`src/rtl/sd_cmd_pkg.sv`:
```
// Shared types and constants for the SD CMD-line engine.
package sd_cmd_pkg;

  typedef enum logic [1:0] {
    NO_RESPONSE     = 2'd0,
    LONG_RESPONSE   = 2'd1,
    NORMAL_RESPONSE = 2'd2,
    AUTO_CMD52      = 2'd3
  } resp_type_e;

  typedef enum logic [2:0] {
    IDLE,
    SEND,
    TURNAROUND,
    WAIT_START,
    RECEIVE,
    NRC,
    DONE
  } cmd_state_e;

  // x^7 + x^3 + 1 (x^7 implicit)
  localparam logic [6:0] CRC7_POLY = 7'h09;

  localparam int unsigned SHORT_FRAME_LEN = 48;
  localparam int unsigned LONG_FRAME_LEN  = 136;

endpackage

```
`src/rtl/sd_cmd_phy_crc7.sv`:
```
// Serial CRC7 generator, one bit per enabled cycle, MSB-first data.
import sd_cmd_pkg::*;

module sd_crc7 (
  input  logic       clock,
  input  logic       reset,
  input  logic       clear,
  input  logic       enable,
  input  logic       data_in,
  output logic [6:0] crc
);

  logic feedback;

  assign feedback = data_in ^ crc[6];

  // LFSR update; clear wins over enable
  always_ff @(posedge clock) begin
    if (reset || clear) begin
      crc <= '0;
    end else if (enable) begin
      crc <= {crc[5:0], 1'b0} ^ (feedback ? CRC7_POLY : '0);
    end
  end

endmodule

```
`src/rtl/sd_cmd_phy.sv`:
```
// SD host CMD-line engine: frames and sends a 48-bit command with CRC7,
// then waits for and deserialises a 48/136-bit response.
// Optional macro SD_CMD_CRC_CHECK_EN builds the receive CRC7 check.
import sd_cmd_pkg::*;

module sd_cmd_phy #(
  parameter int unsigned TIMEOUT_CYCLES = 64,
  parameter int unsigned NRC_CYCLES     = 8
) (
  input  logic         clock,
  input  logic         reset,
  input  logic         emmit_command,
  input  logic [5:0]   command_index,
  input  logic [31:0]  argument,
  input  logic [1:0]   response_type,
  input  logic         cmd_in,
  output logic         cmd_out,
  output logic         cmd_oe,
  output logic [135:0] response,
  output logic         command_complete,
  output logic         timeout_error,
  output logic         crc_error,
  output logic         busy
);

  localparam logic [7:0] LAST_TX    = 8'(SHORT_FRAME_LEN - 1);
  localparam logic [7:0] LAST_SHORT = 8'(SHORT_FRAME_LEN - 1);
  localparam logic [7:0] LAST_LONG  = 8'(LONG_FRAME_LEN - 1);

  cmd_state_e  state, state_next;
  resp_type_e  type_q;
  logic        edge_q;
  logic        wait_low;
  logic        start;
  logic        long_q;
  logic [39:0] tx_shift;
  logic [7:0]  bit_cnt;
  logic [31:0] wait_cnt;
  logic [7:0]  last_rx;
  logic [6:0]  tx_crc;
  logic        tx_crc_en;
  logic        tx_bit;

  // wait_low blocks a start until emmit_command has been seen low after
  // reset, so a request held high across reset is not mistaken for an edge
  assign start     = (state == IDLE) && emmit_command && !edge_q && !wait_low;
  assign long_q    = (type_q == LONG_RESPONSE);
  assign last_rx   = long_q ? LAST_LONG : LAST_SHORT;
  assign tx_crc_en = (state == SEND) && (bit_cnt < 8'd40);

  sd_crc7 tx_crc_gen (
    .clock   (clock),
    .reset   (reset),
    .clear   (start),
    .enable  (tx_crc_en),
    .data_in (tx_shift[39]),
    .crc     (tx_crc)
  );

  // state register
  always_ff @(posedge clock) begin
    if (reset) state <= IDLE;
    else       state <= state_next;
  end

  // next-state logic
  always_comb begin
    state_next = state;
    unique case (state)
      IDLE:       if (start) state_next = SEND;
      SEND:       if (bit_cnt == LAST_TX)
                    state_next = (type_q == NO_RESPONSE) ? NRC : TURNAROUND;
      TURNAROUND: if (bit_cnt == 8'd1) state_next = WAIT_START;
      WAIT_START: begin
        if (!cmd_in)                          state_next = RECEIVE;
        else if (wait_cnt == TIMEOUT_CYCLES)  state_next = DONE;
      end
      RECEIVE:    if (bit_cnt == last_rx) state_next = DONE;
      NRC:        if (wait_cnt == NRC_CYCLES) state_next = DONE;
      DONE:       state_next = IDLE;
      default:    state_next = IDLE;
    endcase
  end

  // transmit bit: header/argument, then CRC7 MSB first, then end bit
  always_comb begin
    tx_bit = 1'b1;
    if (bit_cnt < 8'd40)      tx_bit = tx_shift[39];
    else if (bit_cnt < 8'd47) tx_bit = tx_crc[3'(8'd46 - bit_cnt)];
  end

  // FSM outputs
  always_comb begin
    cmd_oe           = 1'b0;
    cmd_out          = 1'b1;
    busy             = 1'b1;
    command_complete = 1'b0;
    unique case (state)
      IDLE:    busy = 1'b0;
      SEND:    begin cmd_oe = 1'b1; cmd_out = tx_bit; end
      NRC:     cmd_oe = 1'b1;
      DONE:    command_complete = 1'b1;
      default: ;
    endcase
  end

  // datapath: capture, shifting, counters and result flags
  always_ff @(posedge clock) begin
    if (reset) begin
      edge_q        <= 1'b0;
      wait_low      <= 1'b1;
      type_q        <= NO_RESPONSE;
      tx_shift      <= '0;
      bit_cnt       <= '0;
      wait_cnt      <= '0;
      response      <= '0;
      timeout_error <= 1'b0;
    end else begin
      edge_q <= emmit_command;
      if (!emmit_command) wait_low <= 1'b0;
      unique case (state)
        IDLE: begin
          if (start) begin
            type_q        <= resp_type_e'(response_type);
            tx_shift      <= {1'b0, 1'b1, command_index, argument};
            bit_cnt       <= '0;
            response      <= '0;
            timeout_error <= 1'b0;
          end
        end
        SEND: begin
          tx_shift <= {tx_shift[38:0], 1'b0};
          bit_cnt  <= (bit_cnt == LAST_TX) ? '0 : bit_cnt + 8'd1;
          wait_cnt <= 32'd1;
        end
        TURNAROUND: begin
          bit_cnt  <= bit_cnt + 8'd1;
          wait_cnt <= 32'd1;
        end
        WAIT_START: begin
          if (!cmd_in) begin
            response <= {response[134:0], cmd_in};
            bit_cnt  <= 8'd1;
          end else if (wait_cnt == TIMEOUT_CYCLES) begin
            timeout_error <= 1'b1;
          end else begin
            wait_cnt <= wait_cnt + 32'd1;
          end
        end
        RECEIVE: begin
          response <= {response[134:0], cmd_in};
          bit_cnt  <= bit_cnt + 8'd1;
        end
        NRC:     wait_cnt <= wait_cnt + 32'd1;
        default: ;
      endcase
    end
  end

`ifdef SD_CMD_CRC_CHECK_EN
  logic [6:0] rx_crc;
  logic       rx_crc_en;

  // start bit is frame position 0; short frames cover positions 0..39,
  // long frames skip the 8-bit header and cover positions 8..127
  assign rx_crc_en =
      ((state == WAIT_START) && !cmd_in && !long_q) ||
      ((state == RECEIVE) &&
       (long_q ? ((bit_cnt >= 8'd8) && (bit_cnt < 8'd128)) : (bit_cnt < 8'd40)));

  sd_crc7 rx_crc_gen (
    .clock   (clock),
    .reset   (reset),
    .clear   (start),
    .enable  (rx_crc_en),
    .data_in (cmd_in),
    .crc     (rx_crc)
  );

  // on the end-bit cycle the received CRC field sits in response[6:0]
  always_ff @(posedge clock) begin
    if (reset) begin
      crc_error <= 1'b0;
    end else if (start) begin
      crc_error <= 1'b0;
    end else if ((state == RECEIVE) && (bit_cnt == last_rx)) begin
      crc_error <= (response[6:0] != rx_crc);
    end
  end
`else
  assign crc_error = 1'b0;
`endif

endmodule

```
`config.mk`:
```
export PLATFORM = sky130hd
export DESIGN_NAME = sd_cmd_phy
export DESIGN_NICKNAME = d
export VERILOG_FILES = /design/src/rtl/sd_cmd_pkg.sv /design/src/rtl/sd_cmd_phy_crc7.sv /design/src/rtl/sd_cmd_phy.sv
export SDC_FILE = /design/constraint.sdc
export NUM_CORES = 1
export LEC_CHECK = 0
export CORE_MARGIN = 5
export CORE_UTILIZATION = 46
export CTS_BUF_LIST = sky130_fd_sc_hd__clkbuf_2 sky130_fd_sc_hd__clkbuf_4 sky130_fd_sc_hd__clkbuf_8
export DETAILED_ROUTE_END_ITERATION = 10
export GPL_TIMING_DRIVEN = 0
export PLACE_DENSITY = 0.77
export SYNTH_ARGS = -nofsm -noshare
export SYNTH_HDL_FRONTEND = slang
export SYNTH_SLANG_ARGS = --single-unit
```
`constraint.sdc`:
```
create_clock -name clock -period 7 [get_ports clock]
set_clock_uncertainty 0.15 [all_clocks]
set_input_delay 1.4 -clock clock [delete_from_list [all_inputs] [get_ports clock]]
set_output_delay 1.4 -clock clock [all_outputs]
set_load 0.02 [all_outputs]
```
; Word level (Yosys, flattened, before mapping)
; Cells that the tools add are included.
[word_totals]
register_bits = 231
[op_classes]
n_eq_ne = 22
muxes = 35
bitwise = 2
n_reduce_logical = 24
addsub = 3
order_cmp = 3
[ops]
columns = operator, n
row1 = one-hot mux 136 bit (3 select lines), 1
row2 = two-way mux 136 bit, 2
row3 = one-hot mux 32 bit (3 select lines), 1
row4 = one-hot mux 40 bit (2 select lines), 1
row5 = two-way mux 32 bit, 2
row6 = two-way mux 40 bit, 1
row7 = "adder 32 x 1 -> 32 bit, second input constant", 1
row8 = "== test 32 x 4 -> 1 bit, second input constant", 1
row9 = "== test 32 x 7 -> 1 bit, second input constant", 1
row10 = two-way mux 8 bit, 4
row11 = one-hot mux 8 bit (4 select lines), 1
row12 = two-way mux 3 bit, 8
row13 = one-hot mux 3 bit (6 select lines), 1
row14 = "< comparator 8 x 6 -> 1 bit, second input constant", 2
row15 = "!= test 2 bit, second input constant", 7
row16 = two-way mux 1 bit, 10
row17 = "== test 3 bit, second input constant", 3
row18 = AND reduction 3 bit, 3
row19 = "adder 8 x 1 -> 8 bit, second input constant", 1
row20 = "== test 8 x 1 -> 1 bit, second input constant", 1
row21 = "== test 8 x 6 -> 1 bit, second input constant", 1
row22 = == test 8 bit, 1
row23 = bitwise XOR 7 bit, 1
row24 = "== test 3 x 2 -> 1 bit, second input constant", 2
row25 = 22 further kinds, 32

; Longest topological paths before layout
[depth]
word_depth = 6
mapped_depth = 9
depth_no_buf = 8

; By module
; Synthesis repeated with hierarchy kept, for this count alone.
[hier_totals]
hier_cells = 1184
hier_area_um2 = 9557.9
[modules_own_cells]
columns = mod, area_per_inst_um2, seq_area_each_um2, cells_per_inst, instances
row1 = sd_cmd_phy, 9281.4, 4484.3, 1156, 1
row2 = sd_crc7, 276.5, 140.1, 28, 1

; Worst setup path after synthesis
; No wires, ideal clock.
[synth_timing]
path_type = reg-to-output
startpoint = register bit_cnt[0]
endpoint = output port cmd_out
path_stages_with_launch = 6
path_buffers = 0
required_ns = 5.450
arrival_ns = 1.912
slack_ns = 3.538
path_cell_list = dfxtp_1 > ha_1 > xor2_1 > mux4_2 > o21ai_0 > a41oi_1
[synth_via]
elab_chain_len = 6
[synth_rtl]
columns = element, line_no
row1 = "start, declared", sd_cmd_phy.sv:37  ; logic [7:0] bit_cnt;
row2 = "start signal, assigned", sd_cmd_phy.sv:133  ; bit_cnt <= (bit_cnt == LAST_TX) ? '0 : bit_cnt + 8'd1;
row3 = "start signal, assigned", sd_cmd_phy.sv:137  ; bit_cnt <= bit_cnt + 8'd1;
row4 = "start signal, assigned", sd_cmd_phy.sv:152  ; bit_cnt <= bit_cnt + 8'd1;
row5 = subtractor 3 bit, sd_cmd_phy.sv:89  ; else if (bit_cnt < 8'd47) tx_bit = tx_crc[3'(8'd46 - bit_cnt)];
row6 = binary-select mux 1 bit (select 3 bit), sd_cmd_phy.sv:89
row7 = two-way mux 1 bit (implied by the code), sd_cmd_phy.sv:89
row8 = two-way mux 1 bit, sd_cmd_phy.sv:89
row9 = two-way mux 1 bit (*), sd_cmd_phy.sv:88  ; if (bit_cnt < 8'd40) tx_bit = tx_shift[39];
row10 = two-way mux 1 bit (*), sd_cmd_phy.sv:98  ; unique case (state)
row11 = "end, declared", sd_cmd_phy.sv:17  ; output logic cmd_out,
; Mark *: on every way between the ends. The rest lies on a longest branch, timed or not. The select of a mux whose other input is x is not followed.

; Final worst setup path
; Same ends and word-level chain as after synthesis.

==> reports/results.tsv <==
metric	value	unit
Required @ worst endpoint	5.45	ns
Die Ht	154	µm
clk root buf	clkbuf_8	
Least-Margin Pin Slew	1.12	ns
most frequent cells in the layout	239 x nand2_1, 231 x dfxtp_1, 183 x clkdlybuf4s50_1, 153 x nand3_1, 148 x a21oi_1	
share of layout cells above drive strength 1	6.93	%
initial antenna violation count	0	
antenna diode count	0	
Longest Clk Path Bufs	3	
Async S/R FF share, synth	0	%
synth-to-layout area growth	31.8	%
setup ws final	2.26	ns
H-tree level count	2	
maximum vdd ir drop	146	µV
Via density	5.39	
post-synthesis sequential area ratio	48.6	%
average cell area after synthesis	8.00	µm²
FF-to-FF End	response[129]	
clk slew on worst S/H paths	0.06	ns
fin. max-slew vios	0	
fin crit share	67.8	%
yosys warns	0	
Core ar.	20300	µm²
largest net degree at the start of global routing	11	
placed insts	1642	
Detail Route Antenna Nets	0	
FF-to-FF setup slack	4.02	ns
Rows	52	
status	finished, final reports clean	
unrepaired setup endpoints after global routing	no	
DRT iter0 DRCs	510	
# IOs	186	
IO buf count	183	
startpoint types	flop	
worst-skew pair later-pin latency	0.53	ns
Hold Startpoint	tx_shift[38]	
hold bufs inserted after CTS	0	
Yosys reg bits	231	
global route total overflow	0	
Worst Hold Class	reg2reg	
Cell Count, Final, Fillers Out	1712	
# fillers	1794	
gr usage total	20.9	%
Syn Std Cell Area	9520	µm²
Final setup viols	0	
Synth cell types	56	
crit path kind	reg2out	
die area	23700	µm²
first-pass GRT wire length	42400	µm
most common cell after layout, fill and taps aside	nand2_1	
Setup WS pre-CTS	2.81	ns
reg2reg start	state[0]	
via count	9229	
Final GP Congestion	0.850	
crit path from	bit_cnt[0]	
Avg WL per Cell	15.1	µm
Starting Density	46.9	%
Min-Delay Endpoint	tx_shift[39]	
Syn Inst Count	1189	
crit end category	output port	
Pre-Repair DR Iteration Count	5	
cts repair resizes	0	
hold depth	2	
Rel. slew slack	24.9	%
clock buffer count from CTS	40	
Post-route DRC	0	
CP Max Fanout	8	
WP data arrival	3.19	ns
number of synthesized flops with an enable pin	0	
Sink Count	231	
hpwl dp	18400	µm
Final Hold Vio Count	0	
Leak	4.19	nW
number of global-route vias before repair	8605	
Top FF cell, synth	dfxtp_1	
Power Density	296	nW/µm²
FMAX	211	MHz
CTS tree	built	
final setup TNS	0	ns
Post-Syn Nets	1237	
worst r2r path cells	7	
die width	154	µm
# Post-CTS Setup Buffers	0	
fin crit period	4.74	ns
final wirelength	25900	µm
nets	1462	
Max-Cap Viols	0	
cell type report:
class	instances	area (µm²)	share of cell area [%]
sequential	231	4620	36.9
clock buffer	63	792	6.31
buffer	93	379	3.02
tap	270	338	2.69
inverter	15	56.3	0.449
clock inverter	7	66.3	0.529
timing repair buffer	183	1830	14.6
multi-input combinational	850	4460	35.5
cells in the mapped netlist, drive strengths merged (2+ instances only):
| cell | instances | area share (%) |
|---|---|---|
| nand2 | 239 | 9.4 |
| dfxtp | 231 | 49 |
| nand3 | 153 | 8.0 |
| a21oi | 148 | 7.8 |
| nor2 | 90 | 3.6 |
| clkbuf | 69 | 2.7 |
| a311oi | 38 | 3.5 |
| nor3 | 26 | 1.4 |
| xnor2 | 25 | 2.3 |
| buf | 24 | 1.3 |
| nor4 | 16 | 1.3 |
| inv | 15 | 0.59 |
| o21ai | 14 | 0.74 |
| nand4 | 13 | 0.92 |
| mux2i | 9 | 0.95 |
| xor2 | 9 | 0.83 |
| and3 | 8 | 0.53 |
| nor4b | 6 | 0.78 |
| or3 | 6 | 0.39 |
| and2 | 4 | 0.26 |
| ha | 4 | 0.53 |
| nand2b | 4 | 0.26 |
| nor2b | 3 | 0.20 |
| nor3b | 3 | 0.24 |
| o31ai | 3 | 0.24 |
| or4 | 3 | 0.24 |
| a22oi | 2 | 0.16 |
| a41oi | 2 | 0.18 |
| o211a | 2 | 0.21 |
| o211ai | 2 | 0.16 |
| o41ai | 2 | 0.26 |
| or2 | 2 | 0.13 |
layer usage:
metal | vias to the layer above | global-route usage (%) | share of wire, %
met4 | 0 | 7.23 | 2.7
met2 | 292 | 33.8 | 47
met1 | 4297 | 26.8 | 43
met3 | 53 | 6.24 | 7.6
met5 | - | 0 | 0
li1 | 4587 | - | -
power breakdown:
group / internal [W] / switching, W / total [W]
logic: 0.000265 / 0.000687 / 0.000953
clock network: 0.000755 / 0.000533 / 0.00129
registers: 0.00141 / 0.0000605 / 0.00147
registers in the layout, indices dropped and copies added (netlist names), 2 cells and up:
register / flops
wait_cnt: 32
tx_crc_gen.crc: 7
type_q: 2
bit_cnt: 8
response: 136
state: 3
tx_shift: 40
worst max path at each step:
stage                     slack, ns  endpoint  cells past startpoint
after CTS                      2.24   cmd_out                      6
after global routing           2.07   cmd_out                      6
after global placement         2.85   cmd_out                      6
after detailed placement       2.81   cmd_out                      6
after floorplan                3.54   cmd_out                      5
final                          2.26   cmd_out                      6
cell families (layout without fill, tap and decap cells):
kind of cell / count (synthesis) / in the layout / synth area share [%]
xor gates and xnor gates: 34 / 34 / 3.13
adders and majority gates: 4 / 4 / 0.526
buffers and inverters: 108 / 361 / 4.58
AOI/OAI and AO/OA: 221 / 221 / 13.9
muxes: 10 / 10 / 1.18
DFF: 231 / 231 / 48.6
other: 1 / 1 / 0.0394
and+or+nand+nor: 580 / 580 / 28.0
stage by stage:
step | area [µm²] | hold slack (ns) | utilization (%) | power, W
3_5_place_dp | 11700 | 0.300 | 57.6 | 0.00244
3_3_place_gp | 11700 | 0.289 | 57.6 | 0.00243
5_1_grt | 12500 | 0.322 | 61.8 | 0.00392
4_1_cts | 12500 | 0.307 | 61.8 | 0.00373
2_1_floorplan | 9520 | 0.283 | - | 0.00216
6_report | 12500 | 0.307 | 61.8 | 0.00371
worst max-delay path, cell delays in order (launching register included):
cell and delay (ns):
dfxtp_1 0.48, ha_1 0.29, xor2_1 0.38, mux4_2 0.54
o21ai_0 0.19, a41oi_1 0.18, clkdlybuf4s50_1 0.59
Power figures use the tool's default switching activity.
